[src/rtl/cordic_pkg.sv]
// Shared CORDIC definitions: arctangent table, quarter-turn constant and
// the sequencing states of the iterative vectoring unit.
package cordic_pkg;

  localparam int ATAN_N = 32;
  localparam int CNT_W  = 5;

  typedef enum logic [1:0] {
    S_IDLE = 2'd0,
    S_PRE  = 2'd1,
    S_ITER = 2'd2,
    S_DONE = 2'd3
  } state_t;

  // atan(2^-i) scaled so that 2^32 is one full turn; narrower angles are rounded from this.
  localparam logic [31:0] ATAN_TAB [0:ATAN_N-1] = '{
    32'd536870912, 32'd316933406, 32'd167458907, 32'd85004756,
    32'd42667331,  32'd21354465,  32'd10679838,  32'd5340245,
    32'd2670163,   32'd1335087,   32'd667544,    32'd333772,
    32'd166886,    32'd83443,     32'd41722,     32'd20861,
    32'd10430,     32'd5215,      32'd2608,      32'd1304,
    32'd652,       32'd326,       32'd163,       32'd81,
    32'd41,        32'd20,        32'd10,        32'd5,
    32'd3,         32'd1,         32'd1,         32'd0
  };

  function automatic logic [31:0] atan_entry(input int idx, input int aw);
    logic [32:0] t;
    int          sh;
    t  = {1'b0, ATAN_TAB[idx]};
    sh = 32 - aw;
    if (sh > 0) begin
      t = t + (33'd1 << (sh - 1));
      t = t >> sh;
    end
    return t[31:0];
  endfunction

  // +90 degrees for a given angle width.
  function automatic longint ang_90(input int aw);
    return longint'(64'd1 << (aw - 2));
  endfunction

endpackage

[src/rtl/cordic_atan_rom.sv]
// Combinational arctangent lookup, index i -> round(atan(2^-i) * 2^(ANGLE_W-1)/pi).
module cordic_atan_rom
  import cordic_pkg::*;
#(
  parameter int ANGLE_W = 16
) (
  input  logic        [CNT_W-1:0]   i_idx,
  output logic signed [ANGLE_W-1:0] o_atan
);

  always_comb begin
    o_atan = ANGLE_W'(atan_entry(int'(i_idx), ANGLE_W));
  end

endmodule

[src/rtl/cordic_vectoring.sv]
// Iterative vectoring-mode CORDIC: rotates (x,y) onto the +x axis, returning
// the uncompensated magnitude (x*K) and the saturated angle atan2(y,x).
module cordic_vectoring
  import cordic_pkg::*;
#(
  parameter int WIDTH   = 16,
  parameter int ANGLE_W = 16,
  parameter int ITER    = 12
) (
  input  logic                      CLK,
  input  logic                      RST,
  input  logic                      start,
  input  logic signed [WIDTH-1:0]   x_in,
  input  logic signed [WIDTH-1:0]   y_in,
  output logic                      busy,
  output logic                      done,
  output logic        [WIDTH+1:0]   mag_out,
  output logic signed [ANGLE_W-1:0] angle_out
);

  localparam int XW = WIDTH + 2;
  localparam int ZW = ANGLE_W + 1;
  localparam logic signed [ZW-1:0] Z_P90 = ZW'(ang_90(ANGLE_W));

  state_t                      r_state;
  state_t                      w_state_nxt;
  logic signed [XW-1:0]        r_x;
  logic signed [XW-1:0]        r_y;
  logic signed [ZW-1:0]        r_z;
  logic        [CNT_W-1:0]     r_iter;
  logic                        r_done;
  logic        [XW-1:0]        r_mag;
  logic signed [ANGLE_W-1:0]   r_ang;
  logic                        w_accept;
  logic                        w_last;
  logic signed [ANGLE_W-1:0]   w_atan;
  logic signed [ZW-1:0]        w_atan_z;
  logic signed [XW-1:0]        w_x_sh;
  logic signed [XW-1:0]        w_y_sh;

  function automatic logic signed [ANGLE_W-1:0] sat_angle(input logic signed [ZW-1:0] z);
    if (z[ZW-1] == z[ZW-2]) return z[ANGLE_W-1:0];
    else if (!z[ZW-1])      return {1'b0, {(ANGLE_W-1){1'b1}}};
    else                    return {1'b1, {(ANGLE_W-1){1'b0}}};
  endfunction

  cordic_atan_rom #(.ANGLE_W(ANGLE_W)) u_atan_rom (
    .i_idx  (r_iter),
    .o_atan (w_atan)
  );

  // The cycle carrying the done pulse is already IDLE; a start there is deliberately dropped.
  assign w_accept = (r_state == S_IDLE) && start && !r_done;
  assign w_last   = (r_iter == CNT_W'(ITER - 1));
  assign w_atan_z = {w_atan[ANGLE_W-1], w_atan};
  assign w_x_sh   = r_x >>> r_iter;
  assign w_y_sh   = r_y >>> r_iter;

  assign busy      = (r_state != S_IDLE);
  assign done      = r_done;
  assign mag_out   = r_mag;
  assign angle_out = r_ang;

  always_ff @(posedge CLK or posedge RST) begin
    if (RST) r_state <= S_IDLE;
    else     r_state <= w_state_nxt;
  end

  always_comb begin
    w_state_nxt = r_state;
    case (r_state)
      S_IDLE: if (w_accept) w_state_nxt = S_PRE;
      S_PRE:  w_state_nxt = S_ITER;
      S_ITER: if (w_last) w_state_nxt = S_DONE;
      S_DONE: w_state_nxt = S_IDLE;
      default: w_state_nxt = S_IDLE;
    endcase
  end

  always_ff @(posedge CLK or posedge RST) begin
    if (RST) begin
      r_x    <= '0;
      r_y    <= '0;
      r_z    <= '0;
      r_iter <= '0;
      r_done <= 1'b0;
      r_mag  <= '0;
      r_ang  <= '0;
    end else begin
      r_done <= (r_state == S_DONE);
      case (r_state)
        S_IDLE: begin
          if (w_accept) begin
            r_x    <= {{2{x_in[WIDTH-1]}}, x_in};
            r_y    <= {{2{y_in[WIDTH-1]}}, y_in};
            r_z    <= '0;
            r_iter <= '0;
          end
        end
        S_PRE: begin
          // Fold left half-plane into the right half so the iterations converge.
          if (r_x < 0 && r_y >= 0) begin
            r_x <= r_y;
            r_y <= -r_x;
            r_z <= Z_P90;
          end else if (r_x < 0) begin
            r_x <= -r_y;
            r_y <= r_x;
            r_z <= -Z_P90;
          end else begin
            r_z <= '0;
          end
        end
        S_ITER: begin
          if (r_y >= 0) begin
            r_x <= r_x + w_y_sh;
            r_y <= r_y - w_x_sh;
            r_z <= r_z + w_atan_z;
          end else begin
            r_x <= r_x - w_y_sh;
            r_y <= r_y + w_x_sh;
            r_z <= r_z - w_atan_z;
          end
          r_iter <= r_iter + 1'b1;
        end
        S_DONE: begin
          r_mag <= $unsigned(r_x);
          r_ang <= sat_angle(r_z);
        end
        default: ;
      endcase
    end
  end

endmodule

[config.mk]
export PLATFORM = sky130hd
export DESIGN_NAME = cordic_vectoring
export DESIGN_NICKNAME = d
export VERILOG_FILES = /design/src/rtl/cordic_pkg.sv /design/src/rtl/cordic_atan_rom.sv /design/src/rtl/cordic_vectoring.sv
export SDC_FILE = /design/constraint.sdc
export NUM_CORES = 1
export LEC_CHECK = 0
export ABC_AREA = 1
export BUFFER_PORTS_ARGS = -buffer_cell sky130_fd_sc_hd__buf_2
export CAP_MARGIN = 20
export CORE_UTILIZATION = 60
export CTS_CLUSTER_DIAMETER = 50
export DETAILED_ROUTE_END_ITERATION = 10
export PLACE_DENSITY = 0.79
export SETUP_SLACK_MARGIN = 0.5
export SLEW_MARGIN = 20
export SYNTH_ARGS = -nofsm -noshare
export SYNTH_HDL_FRONTEND = slang
export SYNTH_HIERARCHICAL = 1
export SYNTH_SLANG_ARGS = --single-unit
[constraint.sdc]
create_clock -name CLK -period 9.7 [get_ports CLK]
set_input_delay 1.94 -clock CLK [delete_from_list [all_inputs] [get_ports CLK]]
set_output_delay 1.94 -clock CLK [all_outputs]
set_load 0.1 [all_outputs]
# [Word-level counts from Yosys, hierarchy flattened]
# Memory sizes are Yosys's and may differ from the RTL's.
# Cells that the tools add are included.
[totals] ff_bits=95 mem_bits_ro=1024 memories=1
[op_classes] n_addsub=10 shifts=2 eq_ne=8 mux=24 bitwise=1 n_reduce_logical=12 order_cmp=3
[mem_list] memory="(name not given)" depth=32 width=32 rd=1 rd_ports_with_merged_regs=0 wr=0 line="cordic_pkg.sv:30" rtl="t = {1'b0, ATAN_TAB[idx]};"
[op_table] operator="two-way mux 18 bit" n=8
[op_table] operator="one-hot mux 18 bit (3 select lines)" n=2
[op_table] operator="two-way mux 17 bit" n=4
[op_table] operator="two-way mux 32 bit" n=2
[op_table] operator="one-hot mux 17 bit (3 select lines)" n=1
[op_table] operator="adder 18 bit" n=2
[op_table] operator="negator 18 bit" n=2
[op_table] operator=">>> shifter 18 x 5 -> 18 bit" n=2
[op_table] operator="subtractor 18 bit" n=2
[op_table] operator="adder 32 x 16 -> 32 bit, second input constant" n=1
[op_table] operator=">= comparator 32 x 6 -> 1 bit, second input constant" n=1
[op_table] operator="two-way mux 16 bit" n=2
[op_table] operator="inverter 5 -> 32 bit" n=1
[op_table] operator=">= comparator 18 x 1 -> 1 bit, second input constant" n=1
[op_table] operator="less-than comparator 18 x 1 -> 1 bit, second input constant" n=1
[op_table] operator="adder 17 x 16 -> 17 bit" n=1
[op_table] operator="subtractor 17 x 16 -> 17 bit" n=1
[op_table] operator="one-hot mux 5 bit (2 select lines)" n=1
[op_table] operator="one-hot mux 2 bit (4 select lines)" n=1
[op_table] operator="AND reduction 2 bit" n=3
[op_table] operator="adder 5 x 1 -> 5 bit, second input constant" n=1
[op_table] operator="== test 5 x 4 -> 1 bit, second input constant" n=1
[op_table] operator="two-way mux 5 bit" n=1
[op_table] operator="== test 2 bit, second input constant" n=2
[op_table] operator="other kinds (11)" n=16

# [Depth between registers and ports, before layout]
[logic_depth] ltp_word=8 mapped_depth=33 mapped_depth_nobuf=31

# [Modules after synthesis]
# The synthesis kept the hierarchy.
[modules_own_cells] module="cordic_vectoring" seq_area_each_um2=2377.3 instances=1 area_each_um2=10388.7 cells_per_inst=1629
[modules_own_cells] module="cordic_atan_rom" seq_area_each_um2=0.0 instances=1 area_each_um2=695.7 cells_per_inst=120

# [Least setup slack after synthesis]
# OpenSTA, ideal clock, no wires.
[synth_timing] kind="register -> register" startpoint="reg r_iter[0]" endpoint="reg r_z[14]" setup_ns=0.118 slack_ns=5.531 synth_period_minus_slack_ns=4.169 t_arrival_ns=4.051 path_stages_with_launch=25 required_ns=9.582 cell_sequence="dfrtp_1 > inv_1 > ha_1 > inv_1 > o21ai_0 > nand3_2 > inv_1 > ha_1 > nand3_4 > xor2_1 > or2_2 > nor4_1 > nand3_1 > nand2_1 > nand2_1 > xor2_1 > ha_1 > nand2_1 > nor2_1 > nand2_1 > o21ai_0 > a21oi_1 > o21ai_0 > a21oi_1 > a21o_1"
[synth_between] elab_chain_cells=8 elab_cells_between_ends=9 classes_between="3 x add/sub; 4 x mux; 1 x bitwise; 1 x memory"
[synth_rtl] element="start: declaration" line="cordic_vectoring.sv:30" rtl="logic [CNT_W-1:0] r_iter;"
[synth_rtl] element="start signal: assignment" line="cordic_vectoring.sv:124" rtl="r_iter <= r_iter + 1'b1;"
[synth_rtl] element="inverter 5 -> 32 bit (not written as such) (*)" line="cordic_pkg.sv:30"
[synth_rtl] element="memory (32 x 32 bit) (*)"
[synth_rtl] element="two-way mux 32 bit (not written as such) (*) (2 in a row)" line="cordic_pkg.sv:30"
[synth_rtl] element="adder 32 x 16 -> 32 bit (*)" line="cordic_pkg.sv:33" rtl="t = t + (33'd1 << (sh - 1));"
[synth_rtl] element="via w_atan[3]" line="cordic_vectoring.sv:36" rtl="logic signed [ANGLE_W-1:0] w_atan;"
[synth_rtl] element="subtractor 17 x 16 -> 17 bit or adder 17 x 16 -> 17 bit (tied branches)" line="cordic_vectoring.sv:122, cordic_vectoring.sv:118"
[synth_rtl] element="two-way mux 17 bit (*)" line="cordic_vectoring.sv:115" rtl="if (r_y >= 0) begin"
[synth_rtl] element="one-hot mux 17 bit (3 select lines) (*)" line="cordic_vectoring.sv:91" rtl="case (r_state)"
[synth_rtl] element="end signal: assignment" line="cordic_vectoring.sv:109" rtl="r_z <= -Z_P90;"
[synth_rtl] element="end signal: assignment" line="cordic_vectoring.sv:118" rtl="r_z <= r_z + w_atan_z;"
[synth_rtl] element="end signal: assignment" line="cordic_vectoring.sv:122" rtl="r_z <= r_z - w_atan_z;"
[synth_rtl] element="end: declaration" line="cordic_vectoring.sv:29" rtl="logic signed [ZW-1:0] r_z;"
# Mark *: on every way through the listed nets, which the timed path passes. The rest lies on a longest branch. The select of a mux whose other input is x is not followed.
# A chain may end at the register's enable or synchronous reset.

# [Worst setup path in the final report]
[layout_timing] startpoint="reg r_iter[1]" endpoint="reg r_x[12]"
[layout_between] elab_chain_cells=4 elab_cells_between_ends=5 classes_between="2 x add/sub; 1 x shift; 2 x mux"
[layout_rtl] element=">>> shifter 18 x 5 -> 18 bit (*)" line="cordic_vectoring.sv:57" rtl="assign w_y_sh = r_y >>> r_iter;"
[layout_rtl] element="subtractor 18 bit or adder 18 bit (tied branches)" line="cordic_vectoring.sv:120, cordic_vectoring.sv:116"
[layout_rtl] element="two-way mux 18 bit (*)" line="cordic_vectoring.sv:115"
[layout_rtl] element="one-hot mux 18 bit (3 select lines) (*)" line="cordic_vectoring.sv:91"
[layout_rtl] element="end signal: assignment" line="cordic_vectoring.sv:94" rtl="r_x <= {{2{x_in[WIDTH-1]}}, x_in};"
[layout_rtl] element="end signal: assignment" line="cordic_vectoring.sv:116" rtl="r_x <= r_x + w_y_sh;"
[layout_rtl] element="end signal: assignment" line="cordic_vectoring.sv:120" rtl="r_x <= r_x - w_y_sh;"
[layout_rtl] element="end: declaration" line="cordic_vectoring.sv:27" rtl="logic signed [XW-1:0] r_x;"
# Mark *: on every way between the ends. The rest lies on a longest branch, timed or not.

==> metrics.md <==
| Metric | Value |
|---|---|
| Status | `finished, final reports clean` |
| Chip width | `138 um` |
| GP Congestion | `0.951` |
| Synthesized area per cell | `6.34 um2` |
| Fin crit share | `0.536` |
| Router iterations before antenna repair | `8` |
| Worst Skew | `12.9 ps` |
| Detail Route Antenna Nets | `0` |
| Post-synthesis cell area | `11100 um2` |
| Row count | `49` |
| Initial antenna violation count | `0` |
| IO buf count | `70` |
| Sequential area share after synthesis | `0.214` |
| # nets final | `1880` |
| FMAX | `0.192 GHz` |
| Mapped Cells | `1749` |
| Fin Setup TNS | `0 ps` |
| Initial DRC count | `1190` |
| Core area | `18000 um2` |
| Post-CTS setup repair buffer count | `0` |
| CTS tree | `done` |
| Starting Density | `0.615` |
| Area contributors post-synth | `dfrtp_1 (21%), nand2_1 (16%), nand3_1 (8.4%), ha_1 (7.9%), o21ai_0 (7.0%)` |
| Vias post-DR | `12000` |
| Max Slew Vio Count | `0` |
| Crit start category | `register` |
| Post-DR vias/cell | `5.98` |
| Worst hold path type | `register to register` |
| DRC violations left | `0` |
| Vias in the first global route | `10600` |
| Crit path max fanout | `40` |
| Top FF cell, synth | `dfrtp_1` |
| Total global-route track usage | `0.368` |
| RSZ-0062 raised after global routing | `false` |
| Die height | `138 um` |
| Worst Tran Pin Value | `1090 ps` |
| Async S/R FF share, synth | `1.00` |
| Register bit count reported by yosys | `95` |
| Netlist cell types | `62` |
| Yosys top cell area share | `0.214` |
| Minimum clock period | `5200 ps` |
| I/O pins | `71` |
| Share of cells above drive strength 1 | `0.115` |
| Detail Placement HPWL | `26300 um` |
| Worst Path Arrival | `5420 ps` |
| Worst-skew pair later-pin latency | `370 ps` |
| Max cap viols | `0` |
| Drt total wl | `34600 um` |
| Worst setup EP type | `register` |
| Total CTS buffers | `9` |
| Setup violations, final | `0` |
| Layout Area Growth over Synthesis | `6.57%` |
| Kind of critical path | `register to register` |
| Slew Limit Headroom | `0.270` |
| Final Hold Violating Endpoints | `0` |
| GR Overflow Total | `0` |
| First-pass GRT wire length | `54100 um` |
| Post-synth EDFFs | `0` |
| TritonCTS Sinks | `95` |
| CTS root buf | `clkbuf_16` |
| CTS Hold Bufs | `0` |
| Worst-path clk slew | `80 ps` |
| Number of H-tree levels | `3` |
| Antenna diodes | `0` |
| Post-CTS sizing | `0` |
| Top cell type by total area after synthesis | `dfrtp_1` |
| DIE AREA | `19000 um2` |
| Largest net degree at the start of global routing | `78` |
| Wire length per cell | `17.2 um` |
| Synth warnings | `6` |
| CP Data Required Time | `9920 ps` |
| CTS Buffer Depth | `2` |
sequential cells by signal, indices dropped and copies added, names as in the netlist:
register,count
angle_out,16
done,1
mag_out,18
r_iter,5
r_state,2
r_x,18
r_y,18
r_z,17
cells in the mapped netlist, drive strengths merged, types with 3 or more instances:
master / instances
o22ai: 4
a21oi: 129
xnor2: 19
clkbuf: 42
nor3: 28
nand2: 503
o21ai: 163
nand3b: 3
xor2: 35
buf: 30
nand4: 7
dfrtp: 95
or2: 6
o31ai: 5
a21o: 5
nor2: 156
a31oi: 15
o211ai: 25
clkinv: 7
nand3: 211
a22oi: 3
o311ai: 5
ha: 70
fa: 3
o221ai: 8
nor4: 3
inv: 151
cells in the final DEF (no fill, tap or decap), types with 4 or more instances in the layout:
cell type  synthesis  routed
buf_2             16      70
buf_4              7      12
a31oi_1           15      15
dfrtp_1           95      95
o31ai_1            4       4
o22ai_1            4       4
o311ai_0           5       5
o211ai_1          25      25
nor2_4            12      12
or2_2              5       5
inv_1            145     144
nand2_1          479     479
a21o_1             5       5
ha_1              70      69
o21ai_0          154     154
clkbuf_16          0       9
o21ai_1            8       8
xnor2_1           19      19
inv_2              5       5
nor2_1           130     130
nand3_2           24      24
o221ai_1           8       8
nor3_1            23      23
clkinv_1           6       6
nor2_2            13      13
nand4_1            6       6
nand2_2           21      21
a21oi_2            4       4
nor3_2             4       4
xor2_1            35      35
a21oi_1          125     124
nand3_1          185     185
layer usage:
metal  part of all wire  GRT usage
met4              0.060      0.200
met2               0.48      0.626
met3              0.059     0.0647
met1               0.40      0.440
met5                  0          0
kinds of logic after synthesis:
group                      Yosys count  share of synthesized area
muxes                                1                   0.000903
buffers and inverters              230                     0.0851
adders and majority gates           73                     0.0844
AOI/OAI and AO/OA                  377                      0.193
and+or+nand+nor                    918                      0.379
xor gates and xnor gates            54                     0.0427
other                                1                   0.000338
DFF                                 95                      0.214
cell type report:
| class | count | area, um2 |
|---|---|---|
| timing repair buffer | 83 | 452 |
| fill | 1708 | 6210 |
| sequential | 95 | 2380 |
| multi-input combinational | 1425 | 7780 |
| inverter | 158 | 599 |
| tap | 229 | 287 |
| clock buffer | 9 | 225 |
| clock inverter | 7 | 91.3 |
path summary, 6_finish.rpt:
check                                 start             to  slack [ps]  cells after the start
worst min register to register  mag_out[11]    mag_out[11]         480                      2
worst max-delay path              r_iter[1]        r_x[12]        4500                     22
worst max register to register    r_iter[1]        r_x[12]        4500                     22
min in group asynchronous               RST  angle_out[10]        1490                      2
worst min-delay path            mag_out[11]    mag_out[11]         480                      2
max in group asynchronous               RST    mag_out[11]        7210                      3
through the flow:
| stage | hold WS [ps] | util | setup WS, ps | instance area (um2) | cells |
|---|---|---|---|---|---|
| detailed placement | 465 | 0.638 | 4670 | 11500 | 1990 |
| global placement | 460 | 0.638 | 4820 | 11500 | 1990 |
| finish | 478 | 0.655 | 4500 | 11800 | 2006 |
| floorplan | 477 | - | 5280 | 11100 | 1750 |
| CTS | 487 | 0.655 | 4620 | 11800 | 2006 |
| global route | 515 | 0.655 | 4010 | 11800 | 2006 |
worst max-delay path: stages, from the launching register on:
cell and delay, ps:
dfrtp_1 330, buf_4 390, clkinv_2 530, nand3_1 290, nand3_1 100, nand2_1 110
nand2_1 80, nand2_1 130, nor2_4 60, ha_1 260, o21ai_0 150, inv_1 100
fa_1 430, nand3_1 90, nand2_1 90, a21oi_1 260, o21ai_0 260, a21boi_0 350
o21ai_0 200, o21ai_0 370, nand3_1 190, o211ai_1 140, o21ai_0 120
Power is left out: the tool's default activity adds up to more than one toggle a clock period on the data nets, which glitch-free logic cannot reach.
